[src/rtl/la_wb_pkg.sv]
// la_wb_pkg: shared types and widths for the LA-driven Wishbone initiator.
package la_wb_pkg;
    typedef enum logic [1:0] {IDLE, BUS, RESP} state_t;
    localparam int WB_ADR_W = 32;
    localparam int WB_DAT_W = 32;
    localparam int WB_SEL_W = 4;
    localparam logic [WB_DAT_W-1:0] RSP_ERR_DAT = 32'h0;
endpackage

[src/rtl/wb_timeout_timer.sv]
// wb_timeout_timer: saturating stall counter; expired marks the cycle the limit is reached.
module wb_timeout_timer #(
    parameter int TIMEOUT_CYCLES = 255
) (
    input  logic wb_clk_i,
    input  logic wb_rst_ni,
    input  logic clear,
    input  logic enable,
    output logic expired
);
    localparam int W = (TIMEOUT_CYCLES < 1) ? 1 : $clog2(TIMEOUT_CYCLES + 1);
    localparam logic [W-1:0] LIMIT = W'(TIMEOUT_CYCLES);
    logic [W-1:0] count;
    always_ff @(posedge wb_clk_i) begin
        if (!wb_rst_ni || clear)
            count <= '0;
        else if (enable && count != LIMIT)
            count <= count + 1'b1;
    end
    // this stalled cycle is the last one allowed, so the bus cycle ends here
    assign expired = (TIMEOUT_CYCLES != 0) && enable && (count == LIMIT - 1'b1);
endmodule

[src/rtl/la_wb_initiator.sv]
// la_wb_initiator: runs one Wishbone classic cycle per command and returns data or a timeout error.
module la_wb_initiator
    import la_wb_pkg::*;
#(
    parameter int TIMEOUT_CYCLES = 255
) (
    input  logic                wb_clk_i,
    input  logic                wb_rst_ni,
    input  logic                cmd_valid_i,
    output logic                cmd_ready_o,
    input  logic                cmd_we_i,
    input  logic [WB_SEL_W-1:0] cmd_sel_i,
    input  logic [WB_ADR_W-1:0] cmd_adr_i,
    input  logic [WB_DAT_W-1:0] cmd_dat_i,
    output logic                rsp_valid_o,
    input  logic                rsp_ready_i,
    output logic [WB_DAT_W-1:0] rsp_dat_o,
    output logic                rsp_err_o,
    output logic                wbm_cyc_o,
    output logic                wbm_stb_o,
    output logic                wbm_we_o,
    output logic [WB_SEL_W-1:0] wbm_sel_o,
    output logic [WB_ADR_W-1:0] wbm_adr_o,
    output logic [WB_DAT_W-1:0] wbm_dat_o,
    input  logic                wbm_ack_i,
    input  logic [WB_DAT_W-1:0] wbm_dat_i
);
    state_t state, next;
    logic accept, expired, done;

    assign accept = (state == IDLE) && cmd_valid_i;
    assign done   = (state == BUS) && (wbm_ack_i || expired);

    wb_timeout_timer #(.TIMEOUT_CYCLES(TIMEOUT_CYCLES)) timer (
        .wb_clk_i (wb_clk_i),
        .wb_rst_ni(wb_rst_ni),
        .clear    (accept),
        .enable   ((state == BUS) && !wbm_ack_i),
        .expired  (expired)
    );

    always_ff @(posedge wb_clk_i) begin
        if (!wb_rst_ni)
            state <= IDLE;
        else
            state <= next;
    end

    always_comb begin
        next = state;
        if (accept)
            next = BUS;
        if (done)
            next = RESP;
        if (state == RESP && rsp_ready_i)
            next = IDLE;
        cmd_ready_o = (state == IDLE);
        wbm_cyc_o   = (state == BUS);
        wbm_stb_o   = (state == BUS);
        rsp_valid_o = (state == RESP);
    end

    always_ff @(posedge wb_clk_i) begin
        if (!wb_rst_ni) begin
            wbm_we_o  <= 1'b0;
            wbm_sel_o <= '0;
            wbm_adr_o <= '0;
            wbm_dat_o <= '0;
            rsp_dat_o <= '0;
            rsp_err_o <= 1'b0;
        end else begin
            if (accept) begin
                wbm_we_o  <= cmd_we_i;
                wbm_sel_o <= cmd_sel_i;
                wbm_adr_o <= cmd_adr_i;
                wbm_dat_o <= cmd_dat_i;
            end
            // ack beats a simultaneous timeout
            if (done) begin
                rsp_dat_o <= wbm_ack_i ? (wbm_we_o ? '0 : wbm_dat_i) : RSP_ERR_DAT;
                rsp_err_o <= !wbm_ack_i;
            end
        end
    end
endmodule

[config.mk]
export PLATFORM = sky130hd
export DESIGN_NAME = la_wb_initiator
export DESIGN_NICKNAME = d
export VERILOG_FILES = /design/src/rtl/la_wb_pkg.sv /design/src/rtl/wb_timeout_timer.sv /design/src/rtl/la_wb_initiator.sv
export SDC_FILE = /design/constraint.sdc
export NUM_CORES = 1
export LEC_CHECK = 0
export CORE_AREA = 4 4 107 109
export DETAILED_ROUTE_END_ITERATION = 8
export DIE_AREA = 0 0 111 113
export PLACE_DENSITY = 0.81
export SYNTH_ARGS = -nofsm -noshare
export SYNTH_HDL_FRONTEND = slang
export SYNTH_HIERARCHICAL = 1
export SYNTH_SLANG_ARGS = --single-unit
export TNS_END_PERCENT = 20
[constraint.sdc]
create_clock -name wb_clk_i -period 4.52 [get_ports wb_clk_i]
set_input_delay 0.678 -clock wb_clk_i [delete_from_list [all_inputs] [get_ports wb_clk_i]]
set_output_delay 0.678 -clock wb_clk_i [all_outputs]
set_load 0.02 [all_outputs]
==> results.md <==
* CP Launch Type: primary input
* Syn_nets at 623
* Final wirelength at 11,920 um
* Synth top area share at 49.49%
* Cell variety after synth at 38
* Synth Area in Simple Gates at 23.53%
* Synth Cell Area at 0.004531 mm2
* Compound-Gate Fraction of Synth Area at 11.41%
* Crit-path cells: clkdlybuf4s50_1 -> nor2b_1 -> and3_2 -> and3_1 -> o21a_4 -> mux2i_1
* Hold depth at 2
* Critical Path RT at 4.80 ns
* Initial Utilization at 42.73%
* GRT Total Usage at 18.39%
* DP HPWL at 8535 um
* Routed vias at 4,186
* CTS Buf Count at 9
* Worst Hold End: wbm_adr_o[12]
* Post-cts sizing count at 0
* Clock tree buffer depth at 2
* CTS root buf: clkbuf_8
* Power per cell area at 309.5 mW/mm2
* Tcrit/Tclk final at 55.11%
* Top Ports at 212
* Endpoint of the worst-slack reg-to-reg timing path: rsp_dat_o[26]
* Outcome: completed
* Crit-path slowest cell: o21a_4
* Largest family of logic cells by synthesized area: simple AND/OR/NAND/NOR gates
* Diodes inserted at 0
* Top FF cell, synth: dfxtp_1
* # setup viols final at 0
* GPL Wtd Cong at 0.8421
* Ys async rst share at 0%
* Max incr delay on CP at 0.52 ns
* Ratio of cells with drive above 1 in the final layout at 5.983%
* Leak at 0.002372 uW
* PortBufs at 211
* Synth area leader: dfxtp_1
* Instance count of the mapped netlist at 515
* Largest net degree at the start of global routing at 141
* Drt pass-1 iters at 4
* Global-route wire length before repair at 19,350 um
* Post-synthesis adder-cell area fraction at 0.5523%
* Multiplexer share of the synthesized area at 7.512%
* Filler cells at 846
* Core ar. at 0.01060 mm2
* Hold WC Path Type: flip-flop to flip-flop
* WS Path Type: primary input to flip-flop
* CTS sink cnt at 112
* Nets@finish at 805
* Xor/xnor share of the synthesized area at 0.1933%
* Critical path arrival at 2.77 ns
* DRC viols at 0
* Worst vdd ir at 0.1775 mV
* Max frequency at 401.4 MHz
* Rel. slew slack at 25.30%
* FF-to-FF path depth at 6
* Die area at 0.01254 mm2
* Post-synth EDFFs at 0
* Avg Cell Area, Syn at 8.797 um2
* Slew of the pin with the lowest slew margin at 1.120 ns
* Avg Vias per Cell at 4.971
* Worst skew pair latency at 0.36 ns
* Die height at 113 um
* Wirelength per Cell at 14.15 um
* GRT overflow at 0
* Die Wd at 111 um
* # Post-CTS Setup Buffers at 0
* Initial DRC Count at 201
* Final Skew at 0.01217 ns
* Setup tns final at 0 ns
* Reg-to-reg setup timing slack at 2.12 ns
* Routed Antenna Nets at 0
* Initial antenna violation count at 0
* Final slew viol count at 0
* Yosys warnings at 6
* Seq/Total Area, Yosys at 49.49%
* RSZ-0062 raised after global routing: no
* CTS Hold Buffers Added at 0
* Clk slew on worst S/H paths at 0.10 ns
* Fin worst setup slack at 2.029 ns
* Yosys reg bits at 112
* Tmin final at 2.491 ns
* Max-cap viol count at 0
* CTS tree: done
* Top cells by area, synth: dfxtp_1, nand2_1, nand3_1
* Crit path capture type: flip-flop
* Layout area overhead at 48.41%
* CP Max Fanout at 34
* Final hold vios at 0
* Vias in the first global route at 4,116
* Cell row count at 38
* H-tree Lvls at 3
* Hold Crit Start: wbm_adr_o[12]
* Reg2reg start: state[0]
* Worst slack at placement at 1.682 ns
## worst max-delay path, delay by kind of cell
| kind | cells | cell delay, ns |
|---|---|---|
| buffers and inverters | 1 | 0.48 |
| AOI/OAI and AO/OA | 1 | 0.52 |
| and+or+nand+nor | 3 | 0.79 |
| muxes | 1 | 0.27 |
## area by class of cell
type                       instances  area [um2]  area share, %
clock buffer                      10       127.6          1.898
multi-input combinational        357        1963          29.20
sequential                       112        2242          33.35
clock inverter                     6       60.06         0.8932
timing repair buffer             214        2145          31.89
tap                              140       175.2          2.605
inverter                           3       11.26         0.1675
## Yosys cell counts, types with 2 or more instances
cell	number
dfxtp_1	112
and3b_1	2
nand2b_1	2
ha_1	2
buf_6	8
o21ai_2	9
a211oi_1	2
and3_2	2
and4_4	4
buf_2	8
mux2i_1	34
nand3_1	73
nand2_1	140
clkbuf_2	3
inv_1	3
o211a_1	2
buf_12	5
a21oi_1	3
a31oi_1	2
nor2b_1	3
clkbuf_1	17
o21ai_0	61
nor2_1	3
## stage by stage
step / area (um2) / instances / total power (uW) / utilization [%] / hold WS (ns)
after floorplan: 4531 / 515 / 1325 / - / 0.4699
after global placement: 6536 / 826 / 1523 / 61.65 / 0.4406
after detailed placement: 6536 / 826 / 1533 / 61.65 / 0.4492
after CTS: 6724 / 842 / 2107 / 63.42 / 0.4654
after global routing: 6724 / 842 / 2181 / 63.42 / 0.4795
final: 6724 / 842 / 2081 / 63.42 / 0.4615
## report_power, final
part | switching [uW] | total, uW | internal [uW]
registers | 30.8 | 1070 | 1040
logic | 216 | 435 | 219
clock network | 318 | 573 | 254
total | 566 | 2080 | 1520
## state kept, by name, summed over array words and instances (netlist names)
| signal | count |
|---|---|
| rsp_dat_o | 32 |
| wbm_adr_o | 32 |
| wbm_dat_o | 32 |
| timer/count | 8 |
| wbm_sel_o | 4 |
| state | 2 |
| rsp_err_o | 1 |
| wbm_we_o | 1 |
## placed cells by master, fill, tap and decap left out, drive strengths merged, types with 10 or more instances in the layout
cell / instances
clkdlybuf4s50: 210
nand2: 140
dfxtp: 112
nand3: 73
o21ai: 70
mux2i: 34
clkbuf: 10
## routing by layer
metal | vias up | GRT usage [%] | wire (um)
met4 | 0 | 6.486 | 202
met3 | 15 | 7.701 | 1264
li1 | 2096 | - | -
met5 | - | 0 | 0
met1 | 1927 | 21.23 | 4836
met2 | 148 | 30.83 | 5613
## how the worst max path moves through the flow
stage                                to  slack, ns  startpoint  cells after the start
after floorplan            rsp_dat_o[0]       2.54    state[0]                      8
after CTS                 rsp_dat_o[26]       2.06   wbm_ack_i                      6
after global placement     rsp_dat_o[3]       1.80   wbm_ack_i                      6
after global routing       rsp_dat_o[4]       1.88   wbm_ack_i                      6
after detailed placement  rsp_dat_o[26]       1.68   wbm_ack_i                      6
final                     rsp_dat_o[26]       2.03   wbm_ack_i                      6
## kinds of logic (layout without fill, tap and decap cells)
| logic type | after synthesis | count (layout) |
|---|---|---|
| buf+inv | 46 | 233 |
| compound gates | 85 | 85 |
| flops | 112 | 112 |
| fa+ha+maj | 2 | 2 |
| xor+xnor | 1 | 1 |
| mux | 34 | 34 |
| simple gates | 235 | 235 |
(Power assumes the default switching activity.)
==> variant 1 (same flow settings) <==
`TIMEOUT_CYCLES` is set to 255 in 2 places; all go to 510.
--- a/src/rtl/wb_timeout_timer.sv
+++ b/src/rtl/wb_timeout_timer.sv
@@ -2,3 +2,3 @@
 module wb_timeout_timer #(
-    parameter int TIMEOUT_CYCLES = 255
+    parameter int TIMEOUT_CYCLES = 510
 ) (
--- a/src/rtl/la_wb_initiator.sv
+++ b/src/rtl/la_wb_initiator.sv
@@ -4,3 +4,3 @@
 #(
-    parameter int TIMEOUT_CYCLES = 255
+    parameter int TIMEOUT_CYCLES = 510
 ) (
Check against the original RTL: same outputs for any inputs over 10 cycles, from zero or initial values and one cycle with wb_rst_ni low; that may be too few to reach the edited logic, so the function may still have changed.
==> variant 1 against the original RTL <==
  * Die area stayed put
  * Total power is 35% higher
  * Synthesized cell count is 1.4% higher
  * Setup slack worse by 14 ps
  * Cell area is 5.8% higher
  * Routed wire length is 4.5% higher
  * Sequential cell count is 1 higher
  * Synthesized area is 0.36% higher
  * Count of clock-buffer cells in the layout is 10 higher
  * Critical path type is now reg2out
  * Largest power group is now clock
  * Highest routed layer unchanged
==> variant 1: results (changes against the original RTL) <==
----------------------------------------------------
[Clock network]
  Clock latency of the later-clocked register in the worst-skew pair ... 500 ps (+140 ps)
  TritonCTS buffer count ... 17 (+8)

[Worst setup path]
  Delay of the slowest critical-path stage ... 610 ps (+90 ps)
  Destination of the worst register-to-register timing path ... rsp_dat_o[8]
  Worst Path Arrival ... 1830 ps (-940 ps)
  Cell with the biggest individual delay on the critical path ... clkdlybuf4s50_1
  Largest driver fanout on the critical path ... 6 (-82%)
  Gate family responsible for the most delay along the worst path ... buffers and inverters

[Finish]
  Filler cells ... 819 (-3.2%)
  Number of nets in the final layout ... 819 (+1.7%)

[Global route]
  Via count of the first global-routing pass ... 4,142 (+0.63%)
  Fraction of met3 tracks used by global routing ... 9.14% (+1.4 points)
  Global-route track usage on met2 ... 32.2% (+1.4 points)
  Overall fraction of global-route tracks in use ... 19.3% (+0.90 points)
  Met1 Track Usage GR ... 20.9% (-0.30 points)

[Power]
  Proportion of power drawn by flip-flops and latches ... 38.6% (-13 points)
  Net switching power ... 0.000694 W (+23%)
  Clock network fraction of total power ... 46.0% (+19 points)
  Leakage power total ... 2.54 nW (+7.3%)
  Pwr per Cell Area ... 395 nW/um^2 (+28%)
  Internal Power ... 0.00212 W (+40%)

[Place]
  Placer's final routability congestion estimate ... 0.798 (-5.2%)
  Worst setup slack before clock tree synthesis ... 1710 ps (+30.1 ps)
  Placed wire-length estimate after detailed placement ... 8700 um (+1.9%)
  Placed cell count ... 831 (+0.61%)
  Placed Instance Area ... 6540 sq um (about the same)

[Timing]
  Maximum clock skew at final layout ... 8.83 ps (-3.35 ps)
  Final worst hold slack ... 454 ps (-7.92 ps)
  Worst-margin pin slew ... 1080 ps (-35.8 ps)

[Routing]
  Routed met1 length ... 4900 um (+1.4%)
  Drt via density ... 4.95 (-0.34%)
  Amount of wire on met2 after detailed routing ... 6100 um (+8.7%)
  Count of routing violations after the opening detailed-route iteration ... 206 (+2.5%)

[Yosys]
  Multiplexer share of the synthesized area ... 7.04% (-0.47 points)
  Post-synthesis xor/xnor area fraction ... 0.771% (+0.58 points)
  Adder-Cell Fraction of Synth Area ... 0.826% (+0.27 points)
  Share of synthesized area occupied by flip-flops and latches ... 49.8% (+0.26 points)
  Number of nets in the synthesized netlist ... 631 (+1.3%)
  Count of unique library cells instantiated by Yosys ... 40 (+5.3%)
  Synthesized-area fraction occupied by ao, oa, aoi and oai cells ... 10.9% (-0.48 points)

[Min path]
  Beginning of the worst hold path ... rsp_dat_o[2]

[Outcome]
  Run status ... finished, final reports clean

----------------------------------------------------
-- variant 1: cell types whose count changed in the layout (fill, tap and decap cells not counted), moves of 2 or more --
cell,change
clkbuf_16,+16
clkinv_2,+2
bufinv_16,+2
inv_1,+4
nor3_1,+4
mux2i_1,-2
nand4_1,+2
nor2_1,+7
and4_4,-4
clkbuf_8,-7
nand2_1,-5
xnor2_1,+3
nor2b_1,-2
nand3_1,-2
-- variant 1: worst max-delay path by stage --
stage                           start             end  slack [ps]
after floorplan           cmd_valid_i  timer/count[5]        2540
after global placement      wbm_ack_i   rsp_dat_o[29]        1810
after detailed placement    wbm_ack_i   rsp_dat_o[23]        1710
after CTS                    state[1]     rsp_valid_o        1960
after global routing         state[1]     rsp_valid_o        1910
final                        state[1]     rsp_valid_o        2010
-- variant 1: area by class of cell --
type | instances | area share (%)
clock inverter | 11 | 1.95
timing repair buffer | 213 | 30.0
clock buffer | 20 | 6.12
inverter | 7 | 0.369
multi-input combinational | 358 | 27.3
sequential | 113 | 31.8
tap | 140 | 2.46
==> variant 2 (config.mk and constraints unchanged) <==
Made on the original files. Register the output `rsp_err_o` once more, with the module's reset; this adds one clock of latency there. The other outputs are not delayed to match.
--- a/src/rtl/la_wb_initiator.sv
+++ b/src/rtl/la_wb_initiator.sv
@@ -27,2 +27,4 @@
 );
+
+    logic rsp_err_s0;
     state_t state, next;
@@ -69,3 +71,3 @@
             rsp_dat_o <= '0;
-            rsp_err_o <= 1'b0;
+            rsp_err_s0 <= 1'b0;
         end else begin
@@ -80,3 +82,3 @@
                 rsp_dat_o <= wbm_ack_i ? (wbm_we_o ? '0 : wbm_dat_i) : RSP_ERR_DAT;
-                rsp_err_o <= !wbm_ack_i;
+                rsp_err_s0 <= !wbm_ack_i;
             end
@@ -84,2 +86,10 @@
     end
+    always_ff @(posedge wb_clk_i) begin
+        if (!wb_rst_ni) begin
+            rsp_err_o <= '0;
+        end else begin
+            rsp_err_o <= rsp_err_s0;
+        end
+    end
+
 endmodule
Check against the original RTL: no difference found for any inputs over 10 cycles, from zero or initial values and one cycle with wb_rst_ni low; that may be too few to reach the edited logic, so the function may still have changed.
==> variant 2 against the original RTL <==
  * Synthesized area rose by 0.47%
  * Non-clock buffer count unchanged
  * Setup slack got worse by 0.71 ps
  * Critical path depth decreased by 4
  * Total power grew 37%
  * Routed wire length up 4.2%
  * Cell area increased by 6.4%
  * Sequential cell count increased by 1
==> variant 2: results (changes against the original RTL) <==
----------------------------------------------------
[Worst setup path]
  Endpoint of the worst setup timing path ... wbm_stb_o
  Crit path kind ... reg2out
  Largest driver fanout on the critical path ... 6 (-82%)

[Routing]
  Drt via density ... 4.89 (-1.7%)
  Wirelength per Cell ... 14.5 um (+2.2%)
  Count of routing violations after the opening detailed-route iteration ... 208 (+3.5%)
  Routed met3 length ... 1230 um (-2.8%)
  Amount of wire on met2 after detailed routing ... 5720 um (+1.9%)

[Clock network]
  TritonCTS buffer count ... 17 (+8)
  Clk slew on worst S/H paths ... 50 ps (-50 ps)
  CTS H-Tree Depth ... 4 (+1)
  Clock latency of the later-clocked register in the worst-skew pair ... 490 ps (+130 ps)

[Yosys]
  Share of synthesized area occupied by flip-flops and latches ... 49.7% (+0.21 points)
  Commonest cells post-synth ... 140 x nand2_1, 113 x dfxtp_1, 73 x nand3_1
  Number of nets in the synthesized netlist ... 625 (+0.32%)
  Top area cells in the synthesized netlist ... dfxtp_1 50%, nand2_1 12%, nand3_1 8.0%

[Place]
  Worst setup slack before clock tree synthesis ... 1710 ps (+23.6 ps)
  Placer's final routability congestion estimate ... 0.770 (-8.5%)
  Placed wire-length estimate after detailed placement ... 8750 um (+2.5%)
  Placed cell count ... 828 (+0.24%)

[Timing]
  Maximum clock skew at final layout ... 7.14 ps (-5.04 ps)
  Headroom to the max-slew limit ... 26.5% (+1.2 points)
  Final worst hold slack ... 454 ps (-7.04 ps)

[Outcome]
  Run status ... finished, final reports clean

[Min path]
  End of the worst hold path ... wbm_dat_o[17]
  Beginning of the worst hold path ... wbm_dat_o[17]

[Finish]
  Filler cells ... 881 (+4.1%)
  Data-path buffer share of cell area in the final layout ... 30.0% (-1.9 points)
  Clkbuf count ... 25 (+15)
  Multi-input comb cells ... 358 (+0.28%)
  Non-filler cells, final ... 858 (+1.9%)
  Area taken by multi-input logic gates ... 1970 sq um (+0.32%)
  Share of layout cells above drive strength 1 ... 7.52% (+1.5 points)
  Flip-flop and latch count ... 113 (+0.89%)
  Fraction of area in registers ... 31.6% (-1.7 points)
  Core utilization of the finished layout ... 67.5% (+4.1 points)
  Number of nets in the final layout ... 815 (+1.2%)

[Global route]
  Global-route wire length before repair ... 20,300 um (+4.9%)
  Via count of the first global-routing pass ... 4,240 (+3.0%)
  Fraction of met3 tracks used by global routing ... 9.41% (+1.7 points)
  Global-route track usage on met2 ... 31.8% (+1.0 points)
  Met1 Track Usage GR ... 22.3% (+1.1 points)

[Power]
  Leakage power total ... 2.59 nW (+9.0%)
  Max IR drop VDD ... 0.000238 V (+34%)

----------------------------------------------------
[variant 2: cell count changes in the layout (fill, tap and decap cells not counted), sizes merged]
cell      before  now
clkbuf        10   25
bufinv         1    3
clkinvlp       2    0
and2           0    1
clkinv         3    2
dfxtp        112  113
[variant 2: where the power goes]
part	switching, W	internal [W]	total (W)
clock	0.000421	0.000905	0.00133
sequential	0.0000318	0.00105	0.00109
combinational	0.000217	0.000219	0.000435
total	0.000669	0.00218	0.00285
[variant 2: kinds of logic (layout without fill, tap and decap cells)]
family | after synthesis | after routing | synth area share (%)
multiplexers | 34 | 34 | 7.48
XOR/XNOR | 1 | 1 | 0.192
AO/OA/AOI/OAI | 85 | 85 | 11.4
AND/OR/NAND/NOR | 236 | 236 | 23.6
flip-flops | 113 | 113 | 49.7
buffers and inverters | 46 | 247 | 7.17
adder cells (fa/ha/maj) | 2 | 2 | 0.550
[variant 2: worst max-delay path: stages, from the launching register on]
cell	delay, ps
dfxtp_1	440
nor2b_4	260
clkdlybuf4s50_1	630
